**src/rtl/absmax_row_sequencer.sv**
```systemverilog
// Row absmax sequencer: folds per-beat absolute maxima into one row result,
// records the first beat holding the max, flags outlier rows against a
// threshold and hands each row downstream on a valid/ready channel.
module absmax_row_sequencer #(
    parameter int unsigned MAX_NUM_WIDTH  = 16,
    parameter int unsigned MAX_BEATS      = 64,
    parameter int unsigned BEAT_IDX_WIDTH = $clog2(MAX_BEATS + 1),
    parameter int unsigned ROW_CNT_WIDTH  = 16
) (
    input  logic                      clk,
    input  logic                      rst,
    input  logic [BEAT_IDX_WIDTH-1:0] cfg_num_beats,
    input  logic [MAX_NUM_WIDTH-1:0]  cfg_threshold,
    input  logic [MAX_NUM_WIDTH-1:0]  beat_max,
    input  logic                      beat_valid,
    output logic                      beat_ready,
    output logic [MAX_NUM_WIDTH-1:0]  row_max,
    output logic [BEAT_IDX_WIDTH-1:0] row_max_idx,
    output logic                      row_outlier,
    output logic                      row_valid,
    input  logic                      row_ready,
    output logic                      busy,
    output logic [ROW_CNT_WIDTH-1:0]  rows_done
);

    typedef enum logic [1:0] {
        IDLE   = 2'd0,
        ACCUM  = 2'd1,
        OUTPUT = 2'd2
    } state_t;

    state_t                    state, state_n;
    logic [BEAT_IDX_WIDTH-1:0] nb, nb_n;
    logic [BEAT_IDX_WIDTH-1:0] cnt, cnt_n;
    logic [BEAT_IDX_WIDTH-1:0] idx, idx_n;
    logic [MAX_NUM_WIDTH-1:0]  thr, thr_n;
    logic [MAX_NUM_WIDTH-1:0]  acc, acc_n;
    logic [MAX_NUM_WIDTH-1:0]  row_max_n;
    logic [BEAT_IDX_WIDTH-1:0] row_max_idx_n;
    logic                      row_outlier_n;
    logic [ROW_CNT_WIDTH-1:0]  rows_done_n;

    logic [BEAT_IDX_WIDTH-1:0] nb_clamped;
    logic                      beat_hs;
    logic                      beat_gt;
    logic [MAX_NUM_WIDTH-1:0]  acc_upd;
    logic [BEAT_IDX_WIDTH-1:0] idx_upd;

    // Handshake-side status is a pure decode of the registered state
    assign beat_ready = (state == IDLE) || (state == ACCUM);
    assign row_valid  = (state == OUTPUT);
    assign busy       = (state != IDLE);
    assign beat_hs    = beat_valid && beat_ready;

    // Beats-per-row clamp: zero means one beat, oversize saturates at MAX_BEATS
    always_comb begin
        nb_clamped = cfg_num_beats;
        if (cfg_num_beats == '0) begin
            nb_clamped = BEAT_IDX_WIDTH'(1);
        end else if (cfg_num_beats > BEAT_IDX_WIDTH'(MAX_BEATS)) begin
            nb_clamped = BEAT_IDX_WIDTH'(MAX_BEATS);
        end
    end

    // Running max update; strict compare keeps the earliest index on ties
    always_comb begin
        beat_gt = beat_max > acc;
        acc_upd = beat_gt ? beat_max : acc;
        idx_upd = beat_gt ? cnt : idx;
    end

    // Next-state and next-register values
    always_comb begin
        state_n       = state;
        nb_n          = nb;
        cnt_n         = cnt;
        idx_n         = idx;
        thr_n         = thr;
        acc_n         = acc;
        row_max_n     = row_max;
        row_max_idx_n = row_max_idx;
        row_outlier_n = row_outlier;
        rows_done_n   = rows_done;
        case (state)
            IDLE: begin
                if (beat_hs) begin
                    nb_n  = nb_clamped;
                    thr_n = cfg_threshold;
                    acc_n = beat_max;
                    idx_n = '0;
                    cnt_n = BEAT_IDX_WIDTH'(1);
                    if (nb_clamped == BEAT_IDX_WIDTH'(1)) begin
                        state_n       = OUTPUT;
                        row_max_n     = beat_max;
                        row_max_idx_n = '0;
                        row_outlier_n = beat_max > cfg_threshold;
                    end else begin
                        state_n = ACCUM;
                    end
                end
            end
            ACCUM: begin
                if (beat_hs) begin
                    acc_n = acc_upd;
                    idx_n = idx_upd;
                    cnt_n = cnt + BEAT_IDX_WIDTH'(1);
                    if ((cnt + BEAT_IDX_WIDTH'(1)) == nb) begin
                        state_n       = OUTPUT;
                        row_max_n     = acc_upd;
                        row_max_idx_n = idx_upd;
                        row_outlier_n = acc_upd > thr;
                    end
                end
            end
            OUTPUT: begin
                if (row_ready) begin
                    rows_done_n = rows_done + ROW_CNT_WIDTH'(1);
                    state_n     = IDLE;
                end
            end
            default: begin
                state_n = IDLE;
            end
        endcase
    end

    // State and datapath registers; reset drops any partial row
    always_ff @(posedge clk) begin
        if (rst) begin
            state       <= IDLE;
            nb          <= BEAT_IDX_WIDTH'(1);
            cnt         <= '0;
            idx         <= '0;
            thr         <= '0;
            acc         <= '0;
            row_max     <= '0;
            row_max_idx <= '0;
            row_outlier <= 1'b0;
            rows_done   <= '0;
        end else begin
            state       <= state_n;
            nb          <= nb_n;
            cnt         <= cnt_n;
            idx         <= idx_n;
            thr         <= thr_n;
            acc         <= acc_n;
            row_max     <= row_max_n;
            row_max_idx <= row_max_idx_n;
            row_outlier <= row_outlier_n;
            rows_done   <= rows_done_n;
        end
    end

endmodule

```
**config.mk**
```make
export PLATFORM = sky130hd
export DESIGN_NAME = absmax_row_sequencer
export DESIGN_NICKNAME = d
export VERILOG_FILES = /design/src/rtl/absmax_row_sequencer.sv
export SDC_FILE = /design/constraint.sdc
export NUM_CORES = 1
export LEC_CHECK = 0
export CORE_UTILIZATION = 40
export DETAILED_ROUTE_END_ITERATION = 7
export GPL_ROUTABILITY_DRIVEN = 0
export PLACE_DENSITY = 0.68
export SYNTH_ARGS = -nofsm -noshare
export SYNTH_HDL_FRONTEND = slang
export SYNTH_SLANG_ARGS = --single-unit
```
**constraint.sdc**
```tcl
create_clock -name clk -period 3.69 [get_ports clk]
set_clock_uncertainty 0.15 [all_clocks]
set_input_delay 0.369 -clock clk [delete_from_list [all_inputs] [get_ports clk]]
set_output_delay 0.369 -clock clk [all_outputs]
set_load 0.03 [all_outputs]
```
# After elaboration in Yosys (flattened, before gate mapping)
# Index checks and enable logic that the tools add are counted.
# word_totals
word_cells	70
inputBits	43
reg_bits	95
# classes
addsub	2
n_mux	34
eq_ne	9
magnitude_cmp	4
reduce_logical	11
# op_table
op	n
2-to-1 mux 16 bit	7
2-to-1 mux 7 bit	11
one-hot mux 16 bit (2 select lines)	2
greater-than comparator 16 bit	3
one-hot mux 7 bit (2 select lines)	3
adder 16 x 1 -> 16 bit, second input constant	1
2-to-1 mux 2 bit	5
adder 7 x 1 -> 7 bit, second input constant	1
== test 7 x 1 -> 1 bit, second input constant	1
== test 7 bit	1
greater-than comparator 7 bit, second input constant	1
logical NOT 7 bit	1
!= test 2 x 1 -> 1 bit, second input constant	3
one-hot mux 2 bit (3 select lines)	1
AND reduction 5 bit	1
2-to-1 mux 1 bit	4
!= test 2 bit, second input constant	2
AND reduction 2 bit	2
AND reduction 4 bit	1
nonzero test 2 bit	2
AND reduction 3 bit	1
== test 2 x 1 -> 1 bit, second input constant	1
== test 2 bit, second input constant	1
logical NOT 2 bit	1
3 further kinds	3

# Depth between registers and ports, before layout
# logic_depth
ltp_word	7
ltp_mapped	16
ltp_nobuf	15

# Worst setup path after synthesis
# Ideal clock, no wire load.
# synth_timing
path_kind	input-to-reg
start	input beat_max[14]
end	register row_outlier
path_slack_ns	0.140
cell_stages	14
required_time_ns	3.416
arrival_time_ns	3.276
cell_sequence	ha_1 > nand4_1 > a2111o_1 > a31oi_4 > buf_6 > mux2_2 > ha_1 > nor2b_1 > o21a_1 > o21ai_0 > a21oi_1 > o31a_1 > o21ai_0 > a31oi_1
# synth_via
elab_chain_len	6
# synth_lines
item	line	source
from (decl)	14	input logic [MAX_NUM_WIDTH-1:0] beat_max,
greater-than comparator 16 bit	67	beat_gt = beat_max > acc;
2-to-1 mux 16 bit	68	acc_upd = beat_gt ? beat_max : acc;
greater-than comparator 16 bit	111	row_outlier_n = acc_upd > thr;
2-to-1 mux 1 bit	107	if ((cnt + BEAT_IDX_WIDTH'(1)) == nb) begin
2-to-1 mux 1 bit	103	if (beat_hs) begin
one-hot mux 1 bit (2 select lines) (*)	84	case (state)
to (signal assigned)	149	row_outlier <= row_outlier_n;
to (decl)	19	output logic row_outlier,
# Every way passes the cells marked *; elsewhere a longest branch is shown, timed or not. The select of a mux whose other input is x is not followed.
# A chain may end at the register's enable or synchronous reset.

# Worst setup path in the final report
# layout_timing
start	input beat_max[15]
end	register row_outlier
# The elaborated chain is that of the path after synthesis.

==> flow_summary.toml <==
[yosys]
async_flop_share_pct = 0
yosysUniqueCellTypes = 50
netlist_top_cells_area = "dfxtp_1 36%, ha_1 12%, nand2_1 8.0%, a21oi_1 7.3%, inv_1 3.5%"
avgSynthCellArea_um2 = 8.106
synth_ff_type = "dfxtp_1"
synth_seq_cells = 95
ys_warn_count = 0
ys_seq_area_share_pct = 35.55
synth_edf_count = 0
synth_top_area_share_pct = 35.55
synthCells = 660
syn_area_mm2 = 0.005350
synthesis.nets = 753
yosysTopAreaCell = "dfxtp_1"

[timing]
setup_violations = 0
drv_slew = 0
max_freq_ghz = 0.2795
worst_pin_slew_ns = 0.7892
whs_ns = 0.2988
finalCriticalPeriod_ns = 3.578
rsz0062_at_grt = "yes"
maxSlewHeadroom_pct = 47.26
fin_crit_sh_pct = 96.96
finalHoldViolations = 0

[grt]
grt_use_met2_pct = 33.86
grt-busiest-layer = "met2"
grt_pass1_vias = 4887
antenna_found_initial = 0
grt_max_degree = 39
globalRoute.totalOverflow = 0
grt_pass1_wl_um = 23630
met3_usage_pct = 3.634
use_met1_pct = 27.52
grt.total_usage_pct = 21.23

[layout]
areaGrowthSynthToFinish_pct = 33.56
fin_cells = 941
antennaDiodeCount = 0
layout_commonest_cell = "nand2_1"
drive_gt1_share_pct = 16.25
layout_common_cells = "113 x nand2_1, 94 x dfxtp_1, 78 x clkdlybuf4s50_1"
nets = 857

[drt]
drc = 0
vias_per_cell = 5.265
drtIter0Drc = 339
finalWirelength_um = 14840
wire_per_inst_um = 15.77
dr.pass1.iters = 5
antenna_left = 0
vias = 4954

[power_and_ir_drop]
p_clk_share_pct = 29.1
p_int_mw = 2.021
power_density_mw_per_mm2 = 430.6
pwr-share-comb_pct = 33.1
peakVddDrop_uv = 218.7
leakagePower_nw = 2.838
p_seq_share_pct = 37.8
switching_power_mw = 1.055
swShare_pct = 34.30

[setup_path]
max_stage_delay_ns = 0.51
cp_max_fo = 6
required_ns = 3.81
path_buf_inv = 3
cp-end-kind = "flop"
worstSetupPathType = "primary input to flop"
cp_slowest_cell = "clkdlybuf4s50_1"
critical_path_arrival_ns = 3.70
critPathLaunchType = "primary input"
crit_chain = "clkdlybuf4s50_1, ha_4, nand4_1, a2111o_1, a31oi_4, buf_6, mux2_2, ha_1, nand3_2, nor3_2, buf_4, o31a_1, o21ai_2, a31oi_1"
cp_top_family = "compound AO/OA/AOI/OAI gates"

[die]
die_w_um = 117.7
die_y_um = 117.7
die_area_mm2 = 0.01384
num_io_pins = 86
row_count = 41
start_util_pct = 41.72
core_area_mm2 = 0.01282

[cts]
cts.path.max_buffers = 2
hold_buffers = 0
cts_tree = "done"
cts.sinks = 95
cts_root_buf = "clkbuf_16"
htreeDepth = 3
clk_pin_slew_worst_paths_ns = 0.07
clock_latency_ns = 0.35
cts_inserted_buffers = 9

[worst_hold_path]
hold_path.class = "primary input to flop"

[status]
run_status = "complete, no violations"

[job]
max-cap-violations = 0

[placement]
place_hpwl_um = 10770
port_buffers = 85
post-place-cells = 924
## per-stage QoR
step	TNS, ns	utilization, %	instance area [um^2]	setup WS [ns]	total power [mW]
after floorplan	0	-	5350	0.1395	1.746
after global placement	-0.2454	51.21	6568	-0.2454	2.065
after detailed placement	-0.3509	51.21	6568	-0.3509	2.091
after CTS	0	53.40	6849	0.01741	2.993
after global routing	-0.02252	55.72	7146	-0.02252	3.236
final	0	55.72	7146	0.1123	3.077
## worst min-delay path, cell delays in order
cell and delay (ns):
dlymetal6s2s_1 0.14, buf_4 0.14, nand2_1 0.05, a21oi_1 0.05
## power by group through the flow
stage | clock (mW) | sequential [mW] | combinational, mW
after floorplan | 0 | 1.22 | 0.527
after CTS | 0.915 | 1.16 | 0.916
after detailed placement | 0 | 1.19 | 0.906
after global placement | 0 | 1.18 | 0.882
after global routing | 0.952 | 1.17 | 1.11
final | 0.895 | 1.16 | 1.02
## registers in the layout (all words and copies together), names as in the netlist
register     count
thr             16
state            2
row_max         16
cnt              7
nb               7
rows_done       16
acc             16
row_outlier      1
row_max_idx      7
idx              7
## logic make-up after synthesis
group                      count (synthesis)  share of synthesized area [%]
and+or+nand+nor                          236                          20.21
muxes                                     24                          4.841
DFF                                       95                          35.55
adders and majority gates                 50                          11.69
buffers and inverters                     84                          6.571
xor gates and xnor gates                  23                          3.906
AOI/OAI and AO/OA                        148                          17.24
## final cells by class
type | count | area, um^2
clock buffers | 10 | 229.0
inverters | 50 | 187.7
clock inverters | 6 | 52.55
fillers | 1154 | 5679
multi-input cells | 481 | 3354
flip-flops and latches | 95 | 1903
repair buffers | 127 | 1204
well taps | 172 | 215.2
## metal layers
layer / share of wire, % / vias up
li1: - / 2475
met1: 45 / 2300
met2: 46 / 152
met3: 5.9 / 27
met4: 2.7 / 0
met5: 0 / -
## what timing repair did
action,CTS,global route
endpoints found under the setup margin,1,1
pin swaps,0,19
buffers inserted,0,2
gates resized for setup,2,48
## cell usage after synthesis (3+ instances only)
master,number
xor2_1,14
buf_2,5
nor3_1,8
nor2b_1,10
nand3_1,18
o21ai_0,13
xnor2_1,8
buf_6,3
ha_1,50
clkbuf_1,24
nor2_1,38
a21o_1,3
and4_1,3
or3_1,3
a22oi_1,8
and3_1,4
or2_2,16
dfxtp_1,95
nand4_1,10
a21oi_1,78
inv_1,50
mux2i_1,9
o2bb2ai_1,7
mux2_2,15
nand2_1,114
o21a_1,5
o211ai_1,18
o31a_1,3
## final timing paths
check	startpoint	to	slack, ns	cells past startpoint
max	beat_max[15]	row_outlier	0.11	14
min	beat_max[0]	acc[0]	0.30	4
max reg2reg	acc[10]	row_outlier	0.16	14
min reg2reg	row_max[8]	row_max[8]	0.31	2
(Power assumes the default switching activity.)
